===== config.mk =====
export PLATFORM = sky130hd
export DESIGN_NAME = vga_text_console_flat
export DESIGN_NICKNAME = d
export VERILOG_FILES = /design/src/rtl/vga_text_pkg.sv /design/src/rtl/vga_text_console_if.sv /design/src/rtl/vga_text_cursor.sv /design/src/rtl/vga_text_console.sv /design/src/flat_wrapper.sv
export SDC_FILE = /design/constraint.sdc
export NUM_CORES = 1
export LEC_CHECK = 0
export CAP_MARGIN = 20
export CORE_MARGIN = 4
export CORE_UTILIZATION = 42
export CTS_BUF_LIST = sky130_fd_sc_hd__clkbuf_8 sky130_fd_sc_hd__clkbuf_16
export DETAILED_ROUTE_END_ITERATION = 10
export SYNTH_ARGS = -nofsm -noshare
export SYNTH_HDL_FRONTEND = slang
export SYNTH_SLANG_ARGS = --single-unit

===== constraint.sdc =====
create_clock -name vclk -period 2.69 [get_ports vclk]
set_input_delay 0.269 -clock vclk [delete_from_list [all_inputs] [get_ports vclk]]
set_output_delay 0.269 -clock vclk [all_outputs]
set_load 0.005 [all_outputs]

===== src/rtl/vga_text_pkg.sv =====
// Shared definitions for the vga_text character console.
// Contents: VRAM port widths, the control bytes the console interprets,
// the controller state encoding and a printable-byte test.
package vga_text_pkg;

    localparam int VRAM_AW = 12;
    localparam int VRAM_DW = 8;

    localparam logic [VRAM_DW-1:0] CH_BS = 8'h08;
    localparam logic [VRAM_DW-1:0] CH_LF = 8'h0A;
    localparam logic [VRAM_DW-1:0] CH_FF = 8'h0C;
    localparam logic [VRAM_DW-1:0] CH_CR = 8'h0D;

    typedef enum logic [2:0] {
        IDLE    = 3'd0,
        PUT     = 3'd1,
        SCR_RD  = 3'd2,
        SCR_WR  = 3'd3,
        SCR_CLR = 3'd4,
        CLR_ALL = 3'd5
    } state_t;

    function automatic logic is_printable(input logic [VRAM_DW-1:0] b);
        return (b >= 8'h20) && (b <= 8'h7E);
    endfunction

endpackage


===== src/rtl/vga_text_console_if.sv =====
// Byte stream into the console.
// Handshake: a byte transfers on every clock edge where ch_valid and
// ch_ready are both high; the producer holds ch stable while ch_valid is
// high and ch_ready is low, and may keep ch_valid high indefinitely.
//   master : byte producer (drives ch, ch_valid; sees ch_ready)
//   slave  : vga_text_console (sees ch, ch_valid; drives ch_ready)
interface vga_text_console_if;
    import vga_text_pkg::*;

    logic [VRAM_DW-1:0] ch;
    logic               ch_valid;
    logic               ch_ready;

    modport master (output ch, output ch_valid, input ch_ready);
    modport slave  (input ch, input ch_valid, output ch_ready);

endinterface


===== src/rtl/vga_text_cursor.sv =====
// Hardware cursor: column/row counters plus the linear VRAM address
// (row*COLS + col) kept incrementally so no multiplier is needed.
// Ports:
//   clk, rst_n           clock, asynchronous active-low reset (cursor to 0,0)
//   inc                  advance one cell; wraps to column 0 at the right edge
//   cr, lf, bs, home     carriage return, line feed, backspace, go to 0,0
//   col, row, addr       registered cursor position and its VRAM address
//   at_right, at_bottom  cursor is on the last column / last row
// Only one command is expected per cycle; priority is home>inc>cr>lf>bs.
module vga_text_cursor
    import vga_text_pkg::*;
#(
    parameter int COLS = 80,
    parameter int ROWS = 25
) (
    input  logic               clk,
    input  logic               rst_n,
    input  logic               inc,
    input  logic               cr,
    input  logic               lf,
    input  logic               bs,
    input  logic               home,
    output logic [6:0]         col,
    output logic [4:0]         row,
    output logic [VRAM_AW-1:0] addr,
    output logic               at_right,
    output logic               at_bottom
);

    localparam logic [6:0]         LAST_COL  = 7'(COLS - 1);
    localparam logic [4:0]         LAST_ROW  = 5'(ROWS - 1);
    localparam logic [VRAM_AW-1:0] COLS_A    = VRAM_AW'(COLS);
    localparam logic [VRAM_AW-1:0] COLS_M1_A = VRAM_AW'(COLS - 1);

    logic [6:0]         col_q, col_d;
    logic [4:0]         row_q, row_d;
    logic [VRAM_AW-1:0] addr_q, addr_d;

    assign at_right  = (col_q == LAST_COL);
    assign at_bottom = (row_q == LAST_ROW);

    always_comb begin
        col_d  = col_q;
        row_d  = row_q;
        addr_d = addr_q;
        if (home) begin
            col_d  = '0;
            row_d  = '0;
            addr_d = '0;
        end else if (inc) begin
            if (at_right) begin
                col_d = '0;
                if (at_bottom) begin
                    // Row stays put (the controller scrolls instead), so
                    // step back to the start of the same row.
                    addr_d = addr_q - COLS_M1_A;
                end else begin
                    row_d  = row_q + 5'd1;
                    addr_d = addr_q + 1'b1;
                end
            end else begin
                col_d  = col_q + 7'd1;
                addr_d = addr_q + 1'b1;
            end
        end else if (cr) begin
            col_d  = '0;
            addr_d = addr_q - {{(VRAM_AW-7){1'b0}}, col_q};
        end else if (lf) begin
            if (!at_bottom) begin
                row_d  = row_q + 5'd1;
                addr_d = addr_q + COLS_A;
            end
        end else if (bs) begin
            if (col_q != 7'd0) begin
                col_d  = col_q - 7'd1;
                addr_d = addr_q - 1'b1;
            end
        end
    end

    always_ff @(posedge clk or negedge rst_n) begin
        if (!rst_n) begin
            col_q  <= '0;
            row_q  <= '0;
            addr_q <= '0;
        end else begin
            col_q  <= col_d;
            row_q  <= row_d;
            addr_q <= addr_d;
        end
    end

    assign col  = col_q;
    assign row  = row_q;
    assign addr = addr_q;

endmodule


===== src/rtl/vga_text_console.sv =====
// Character-stream console controller owning the VRAM port of vga_text.
// Printable bytes are written at the cursor; CR, LF, BS and FF move the
// cursor or clear the screen; a line feed on the last row scrolls the
// screen up one row by copying VRAM and blanking the last row.
// Ports:
//   vclk, rst_n       clock (shared with vga_text), async active-low reset
//   chan              byte stream (slave side of vga_text_console_if)
//   vaddr/vdin/vwe    VRAM address, write data, write enable
//   vdout             VRAM read data, valid one cycle after a read address
//   cur_col, cur_row  cursor position
//   busy              high while clearing or scrolling
//   dbg_state         current controller state
module vga_text_console
    import vga_text_pkg::*;
#(
    parameter int                 COLS = 80,
    parameter int                 ROWS = 25,
    parameter logic [VRAM_DW-1:0] FILL = 8'h20
) (
    input  logic               vclk,
    input  logic               rst_n,
    vga_text_console_if.slave  chan,
    output logic [VRAM_AW-1:0] vaddr,
    output logic [VRAM_DW-1:0] vdin,
    output logic               vwe,
    input  logic [VRAM_DW-1:0] vdout,
    output logic [6:0]         cur_col,
    output logic [4:0]         cur_row,
    output logic               busy,
    output state_t             dbg_state
);

    localparam logic [VRAM_AW-1:0] COLS_A        = VRAM_AW'(COLS);
    localparam logic [VRAM_AW-1:0] LAST_CELL     = VRAM_AW'(COLS * ROWS - 1);
    localparam logic [VRAM_AW-1:0] LAST_ROW_BASE = VRAM_AW'((ROWS - 1) * COLS);

    state_t             state_q, state_d;
    logic [VRAM_AW-1:0] vaddr_q, vaddr_d;
    logic [VRAM_DW-1:0] vdin_q, vdin_d;
    logic               vwe_q, vwe_d;
    logic               ch_ready_q, ch_ready_d;
    logic               busy_q, busy_d;
    logic [VRAM_AW-1:0] src_q, src_d;
    logic [VRAM_AW-1:0] dst_q, dst_d;

    logic               accept;
    logic               go_scroll;
    logic               cur_inc, cur_cr, cur_lf, cur_bs, cur_home;
    logic [VRAM_AW-1:0] cur_addr;
    logic               cur_at_right, cur_at_bottom;

    vga_text_cursor #(
        .COLS (COLS),
        .ROWS (ROWS)
    ) u_cursor (
        .clk       (vclk),
        .rst_n     (rst_n),
        .inc       (cur_inc),
        .cr        (cur_cr),
        .lf        (cur_lf),
        .bs        (cur_bs),
        .home      (cur_home),
        .col       (cur_col),
        .row       (cur_row),
        .addr      (cur_addr),
        .at_right  (cur_at_right),
        .at_bottom (cur_at_bottom)
    );

    assign accept = chan.ch_valid && ch_ready_q && (state_q == IDLE);

    always_comb begin
        state_d   = state_q;
        vaddr_d   = vaddr_q;
        vdin_d    = vdin_q;
        vwe_d     = 1'b0;
        src_d     = src_q;
        dst_d     = dst_q;
        go_scroll = 1'b0;
        cur_inc   = 1'b0;
        cur_cr    = 1'b0;
        cur_lf    = 1'b0;
        cur_bs    = 1'b0;
        cur_home  = 1'b0;

        case (state_q)
            IDLE: begin
                if (accept) begin
                    if (is_printable(chan.ch)) begin
                        state_d = PUT;
                        vwe_d   = 1'b1;
                        vaddr_d = cur_addr;
                        vdin_d  = chan.ch;
                    end else begin
                        case (chan.ch)
                            CH_CR: cur_cr = 1'b1;
                            CH_LF: begin
                                if (cur_at_bottom) go_scroll = 1'b1;
                                else               cur_lf    = 1'b1;
                            end
                            CH_BS: cur_bs = 1'b1;
                            CH_FF: begin
                                cur_home = 1'b1;
                                state_d  = CLR_ALL;
                                vwe_d    = 1'b1;
                                vaddr_d  = '0;
                                vdin_d   = FILL;
                            end
                            default: ;
                        endcase
                    end
                end
            end
            PUT: begin
                cur_inc = 1'b1;
                if (cur_at_right && cur_at_bottom) go_scroll = 1'b1;
                else                               state_d   = IDLE;
            end
            SCR_RD: begin
                state_d = SCR_WR;
                vwe_d   = 1'b1;
                vaddr_d = dst_q;
            end
            SCR_WR: begin
                src_d = src_q + 1'b1;
                dst_d = dst_q + 1'b1;
                if (src_q == LAST_CELL) begin
                    state_d = SCR_CLR;
                    vwe_d   = 1'b1;
                    vaddr_d = LAST_ROW_BASE;
                    vdin_d  = FILL;
                end else begin
                    state_d = SCR_RD;
                    vaddr_d = src_q + 1'b1;
                end
            end
            SCR_CLR: begin
                if (vaddr_q == LAST_CELL) begin
                    state_d = IDLE;
                end else begin
                    vwe_d   = 1'b1;
                    vaddr_d = vaddr_q + 1'b1;
                end
            end
            CLR_ALL: begin
                vdin_d = FILL;
                // Coming out of reset no cell has been written yet (vwe low),
                // so the sweep starts at 0 instead of advancing.
                if (vwe_q && (vaddr_q == LAST_CELL)) begin
                    state_d = IDLE;
                end else begin
                    vwe_d   = 1'b1;
                    vaddr_d = vwe_q ? (vaddr_q + 1'b1) : '0;
                end
            end
            default: state_d = CLR_ALL;
        endcase

        if (go_scroll) begin
            state_d = SCR_RD;
            vwe_d   = 1'b0;
            vaddr_d = COLS_A;
            src_d   = COLS_A;
            dst_d   = '0;
        end

        busy_d     = (state_d == CLR_ALL) || (state_d == SCR_RD) ||
                     (state_d == SCR_WR)  || (state_d == SCR_CLR);
        // Ready drops for one cycle after every accepted byte.
        ch_ready_d = (state_d == IDLE) && !accept;
    end

    always_ff @(posedge vclk or negedge rst_n) begin
        if (!rst_n) begin
            state_q    <= CLR_ALL;
            vaddr_q    <= '0;
            vdin_q     <= '0;
            vwe_q      <= 1'b0;
            ch_ready_q <= 1'b0;
            busy_q     <= 1'b1;
            src_q      <= '0;
            dst_q      <= '0;
        end else begin
            state_q    <= state_d;
            vaddr_q    <= vaddr_d;
            vdin_q     <= vdin_d;
            vwe_q      <= vwe_d;
            ch_ready_q <= ch_ready_d;
            busy_q     <= busy_d;
            src_q      <= src_d;
            dst_q      <= dst_d;
        end
    end

    assign vaddr         = vaddr_q;
    // During a scroll write the data comes straight from the VRAM output
    // register; capturing it first would cost a third cycle per byte.
    assign vdin          = (state_q == SCR_WR) ? vdout : vdin_q;
    assign vwe           = vwe_q;
    assign chan.ch_ready = ch_ready_q;
    assign busy          = busy_q;
    assign dbg_state     = state_q;

endmodule


===== src/flat_wrapper.sv =====
// flat-port wrapper written by rule: the top's interface ports become plain ports
module vga_text_console_flat import vga_text_pkg::*;
#(
    parameter int                 COLS = 80,
    parameter int                 ROWS = 25,
    parameter logic [VRAM_DW-1:0] FILL = 8'h20
)
  (vclk, rst_n, vaddr, vdin, vwe, vdout, cur_col, cur_row, busy, dbg_state, chan_ch, chan_ch_valid, chan_ch_ready);
  vga_text_console_if chan_i ();
  input  logic vclk;
  input  logic rst_n;
  output logic [VRAM_AW-1:0] vaddr;
  output logic [VRAM_DW-1:0] vdin;
  output logic vwe;
  input  logic [VRAM_DW-1:0] vdout;
  output logic [6:0] cur_col;
  output logic [4:0] cur_row;
  output logic busy;
  output state_t dbg_state;
  input wire logic [$bits(chan_i.ch)-1:0] chan_ch;
  input wire logic [$bits(chan_i.ch_valid)-1:0] chan_ch_valid;
  output wire logic [$bits(chan_i.ch_ready)-1:0] chan_ch_ready;
  assign chan_i.ch = chan_ch;
  assign chan_i.ch_valid = chan_ch_valid;
  assign chan_ch_ready = chan_i.ch_ready;
  vga_text_console #(.COLS(COLS), .ROWS(ROWS), .FILL(FILL)) u_core (.vclk(vclk), .rst_n(rst_n), .chan(chan_i), .vaddr(vaddr), .vdin(vdin), .vwe(vwe), .vdout(vdout), .cur_col(cur_col), .cur_row(cur_row), .busy(busy), .dbg_state(dbg_state));
endmodule

==> results.md <==
- The initial standard-cell utilization of the core is 43.4%.
- The setup path with the least slack is of type reg -> reg.
- The final number of hold-violating endpoints is 0.
- The run finished with clean final reports.
- The arrival time of the worst setup path is 2.79 ns.
- The final clock skew is 0.00576 ns.
- The quantity of I/O buffers inserted on ports is 56.
- The worst path meets setup with 0.133 ns of slack.
- The number of detailed-routing iterations run before antenna repair is 5.
- After synthesis the netlist holds a flip-flop and latch count of 74.
- Summed over all nets, the half-perimeter wirelength after detailed placement is 13000 um.
- The CTS clock-pin slew for the worst setup and hold paths is 0.06 ns.
- The violation count after the first detailed-route iteration is 534.
- In the final layout, the share of cells above drive strength 1 is 11.0%.
- The weighted congestion reported at the end of routability-driven placement is 0.965.
- The placed instance area is 6580 sq um.
- The number of nets handed over by synthesis was 735.
- The max-cap check violation count is 0.
- The synthesized area per cell is 8.00 sq um.
- The initial antenna violation count is 0.
- The floorplan step defined a die boundary enclosing 15200 sq um.
- The final count of pins violating max slew is 0.
- Of all flip-flops after synthesis, the portion carrying an async set or reset was 100%.
- Yosys mapped a number of flops with a built-in enable equal to 0.
- The flip-flop cell with the highest count after synthesis is dfrtp_1.
- The number of antenna diodes in the final layout is 0.
- The worst hold path belongs to the class in -> async.
- The clock latency reported for the late side of the worst-skew pair is 0.34 ns.
- The number of unique standard cell types used by synthesis is 73.
- The final layout net count is 818.
- The slew at the pin closest to its max-slew limit is 0.989 ns.
- For the worst setup path, the data required time is 2.92 ns.
- The worst setup path is launched from a flip-flop.
- The worst pin sits at a relative slew slack of 34.1%.
- The final design area excluding fillers is 6870 sq um.
- The gate count of the mapped netlist is 696.
- The smallest clock period supported by the final layout is computed as 2.56 ns.
- The die outline width is 123 um.
- After detailed routing, the number of vias per cell comes to 5.83.
- For this run, design rule violations remaining after detail routing come to 0.
- The number of core rows is 41.
- The overall global routing resource usage is 23.3%.
- The detailed-route via count is 5564.
- The cell area after synthesis is 5570 sq um.
- Of the post-synthesis cell area, the part taken by muxes is 0.899%.
- Of all nets on the critical path, the largest fanout is 6.
- The cell chosen for the clock root is clkbuf_16.
- The area of the core region is 12800 sq um.
- Summing the sequential cell areas from Yosys gives 33.3% of the chip area.
- By area, the combinational part of the netlist is dominated by simple AND/OR/NAND/NOR gates.
- The peak ir drop on the vdd network is 282 uV.
- TritonCTS created 9 clock buffers.
- After detailed routing, the total wire length is 17400 um.
- The number of synthesis warnings is 0.
- The H-tree was split into 3 levels.
- Summing the areas of all compound-gate instances in the mapped netlist gives 19.6% of the synthesized area.
- Setup violations remaining at the end of the flow were counted as 0.
- The area share of and/or/nand/nor cells after synthesis is 28.5%.
- The remaining global-route overflow is 0.
- The adder and majority gate portion of the synthesized area is 4.63%.
- In this run the static leakage power is 0.00282 uW.
- STA classifies the critical path endpoint as a flip-flop.
- The post-synthesis to final-layout area growth is 23.3%.
- The synthesized netlist devotes 8.65% of its cell area to XOR and XNOR gates.
- Dividing total power by cell area gives a power density of 344 nW/um^2.
- The number of hold buffers added after CTS is 0.
- The worst path uses 95.0% of the clock period.
- The maximum number of pins on one net before global-route repair is 75.
- The setup slack after placement is 0.0967 ns.
- The number of top-level pins is 57.
- The filler cells instantiated in the layout total 1241.
- The y dimension of the die is 123 um.
- Based on the critical path, the design can be clocked at up to 0.391 GHz.
- TritonCTS built the clock tree.
- The clock passes through at most 2 buffers.
- The first global-routing pass estimated 27500 um of wire.
- The number of global-route vias before repair was 5190.
- After detailed routing, the average wire length per cell comes to 18.2 um.
- The clock net in this run drives a total of 74 sinks.
- The remaining antenna violation count after routing is 0.
[per-layer routing]
metal	GRT usage, %	up-vias	routed length (um)
li1	-	2665	-
met1	34.7	2665	8430
met2	33.8	212	7500
met3	3.61	22	1110
met4	8.93	0	352
met5	0	-	0
[through the flow]
step | hold WS, ns | total power, uW | utilization, % | cells | TNS [ns]
CTS | 0.130 | 2390 | 53.5 | 955 | 0
detailed placement | 0.468 | 1220 | 51.3 | 940 | 0
global route | 0.158 | 2430 | 53.5 | 955 | -0.00686
finish | 0.0569 | 2360 | 53.5 | 955 | 0
floorplan | -0.0266 | 1150 | - | 696 | 0
global placement | 0.468 | 1220 | 51.3 | 940 | 0
[synthesized netlist by cell type, types with 4 or more instances]
cell type / instances / area (sq um)
nor3_1: 22 / 110
o21ai_0: 34 / 170
nand3b_1: 5 / 37.5
inv_1: 23 / 86.3
dfrtp_1: 71 / 1780
nand2b_1: 6 / 37.5
a221oi_1: 9 / 78.8
and3_1: 14 / 87.6
o211ai_1: 8 / 60.1
o22ai_1: 9 / 56.3
nor2b_1: 6 / 37.5
mux2i_1: 5 / 50.1
a21o_1: 7 / 52.6
a211oi_1: 6 / 45.0
nor2_1: 75 / 282
nor4_1: 6 / 37.5
and2_1: 14 / 87.6
a31o_1: 4 / 35.0
o31ai_1: 9 / 67.6
clkbuf_1: 20 / 75.1
ha_1: 19 / 238
buf_1: 4 / 15.0
nand3_1: 27 / 135
nand4_1: 10 / 62.6
and4_1: 6 / 52.6
xnor2_1: 32 / 280
a222oi_1: 5 / 50.1
xor2_1: 23 / 201
or3_1: 5 / 31.3
nand2_1: 109 / 409
a21oi_1: 36 / 180
buf_2: 7 / 35.0
[worst paths after layout]
check	from	to	slack, ns	depth (start not counted)
hold / removal	rst_n	u_core.u_cursor.addr[3]$_DFFE_PN0P_	0.06	1
max in group asynchronous	rst_n	u_core.u_cursor.addr[6]$_DFFE_PN0P_	1.96	1
hold reg to reg	u_core.vdin_q[5]$_DFFE_PN0P_	u_core.vdin_q[5]$_DFFE_PN0P_	0.48	2
setup reg to reg	u_core.u_cursor.row[0]$_DFFE_PN0P_	u_core.u_cursor.addr[6]$_DFFE_PN0P_	0.13	10
min in group vclk	u_core.vdin_q[5]$_DFFE_PN0P_	u_core.vdin_q[5]$_DFFE_PN0P_	0.48	2
setup / recovery	u_core.u_cursor.row[0]$_DFFE_PN0P_	u_core.u_cursor.addr[6]$_DFFE_PN0P_	0.13	10
[power breakdown]
| part | internal [uW] | switching (uW) | leakage [uW] |
|---|---|---|---|
| clock network | 668 | 498 | 0.000130 |
| logic | 36.2 | 47.3 | 0.00188 |
| registers | 1110 | 0 | 0.000817 |
| total | 1820 | 546 | 0.00282 |
[state kept, by name (all words and copies together), names as in the netlist, 3 cells and up]
register / flops
u_core.src_q: 12
u_core.vdin_q: 8
u_core.u_cursor.col: 7
u_core.vaddr: 12
u_core.dbg_state: 3
u_core.dst_q: 12
u_core.u_cursor.addr: 12
u_core.u_cursor.row: 5
[kinds of logic (layout without fill, tap and decap cells)]
| group | count (synthesis) | in the layout |
|---|---|---|
| AND/OR/NAND/NOR | 324 | 324 |
| AO/OA/AOI/OAI | 160 | 160 |
| flip-flops | 74 | 74 |
| buffers and inverters | 58 | 145 |
| XOR/XNOR | 55 | 55 |
| adder cells (fa/ha/maj) | 20 | 20 |
| multiplexers | 5 | 5 |
[layout by cell type, fill, tap and decap left out, drive strengths merged, types with 6 or more instances in the layout]
| cell type | synthesis | routed |
|---|---|---|
| a211oi | 6 | 6 |
| a21o | 8 | 8 |
| a21oi | 36 | 36 |
| a221oi | 9 | 9 |
| and2 | 14 | 14 |
| and3 | 15 | 15 |
| and4 | 6 | 6 |
| buf | 12 | 52 |
| clkbuf | 23 | 11 |
| clkdlybuf4s50 | 0 | 55 |
| dfrtp | 71 | 71 |
| ha | 19 | 19 |
| inv | 23 | 23 |
| nand2 | 110 | 110 |
| nand2b | 6 | 6 |
| nand3 | 28 | 28 |
| nand4 | 10 | 10 |
| nor2 | 76 | 76 |
| nor2b | 6 | 6 |
| nor3 | 22 | 22 |
| nor4 | 8 | 8 |
| o211ai | 8 | 8 |
| o21ai | 35 | 35 |
| o22ai | 10 | 10 |
| o31ai | 9 | 9 |
| xnor2 | 32 | 32 |
| xor2 | 23 | 23 |
[final cells by class]
type / count / area, sq um / area share [%]
clock inverters: 4 / 27.5 / 0.401
flip-flops and latches: 74 / 1860 / 27.0
well taps: 172 / 215 / 3.13
repair buffers: 107 / 953 / 13.9
clock buffers: 11 / 253 / 3.68
multi-input cells: 564 / 3480 / 50.6
inverters: 23 / 86.3 / 1.26
[critical path, stage by stage (launching register included)]
cell and delay (ns):
dfrtp_1 0.38, inv_1 0.09, ha_1 0.22, and4b_2 0.30, buf_4 0.18, nor2_1 0.16
nand3_1 0.30, mux2i_1 0.29, xor2_1 0.17, a21oi_1 0.08, o41ai_1 0.25
[repair_timing]
action	4_1_cts	5_1_grt
setup endpoints to repair	0	5
gates resized for setup	0	3
setup buffers	0	0
(Power assumes the default switching activity.)
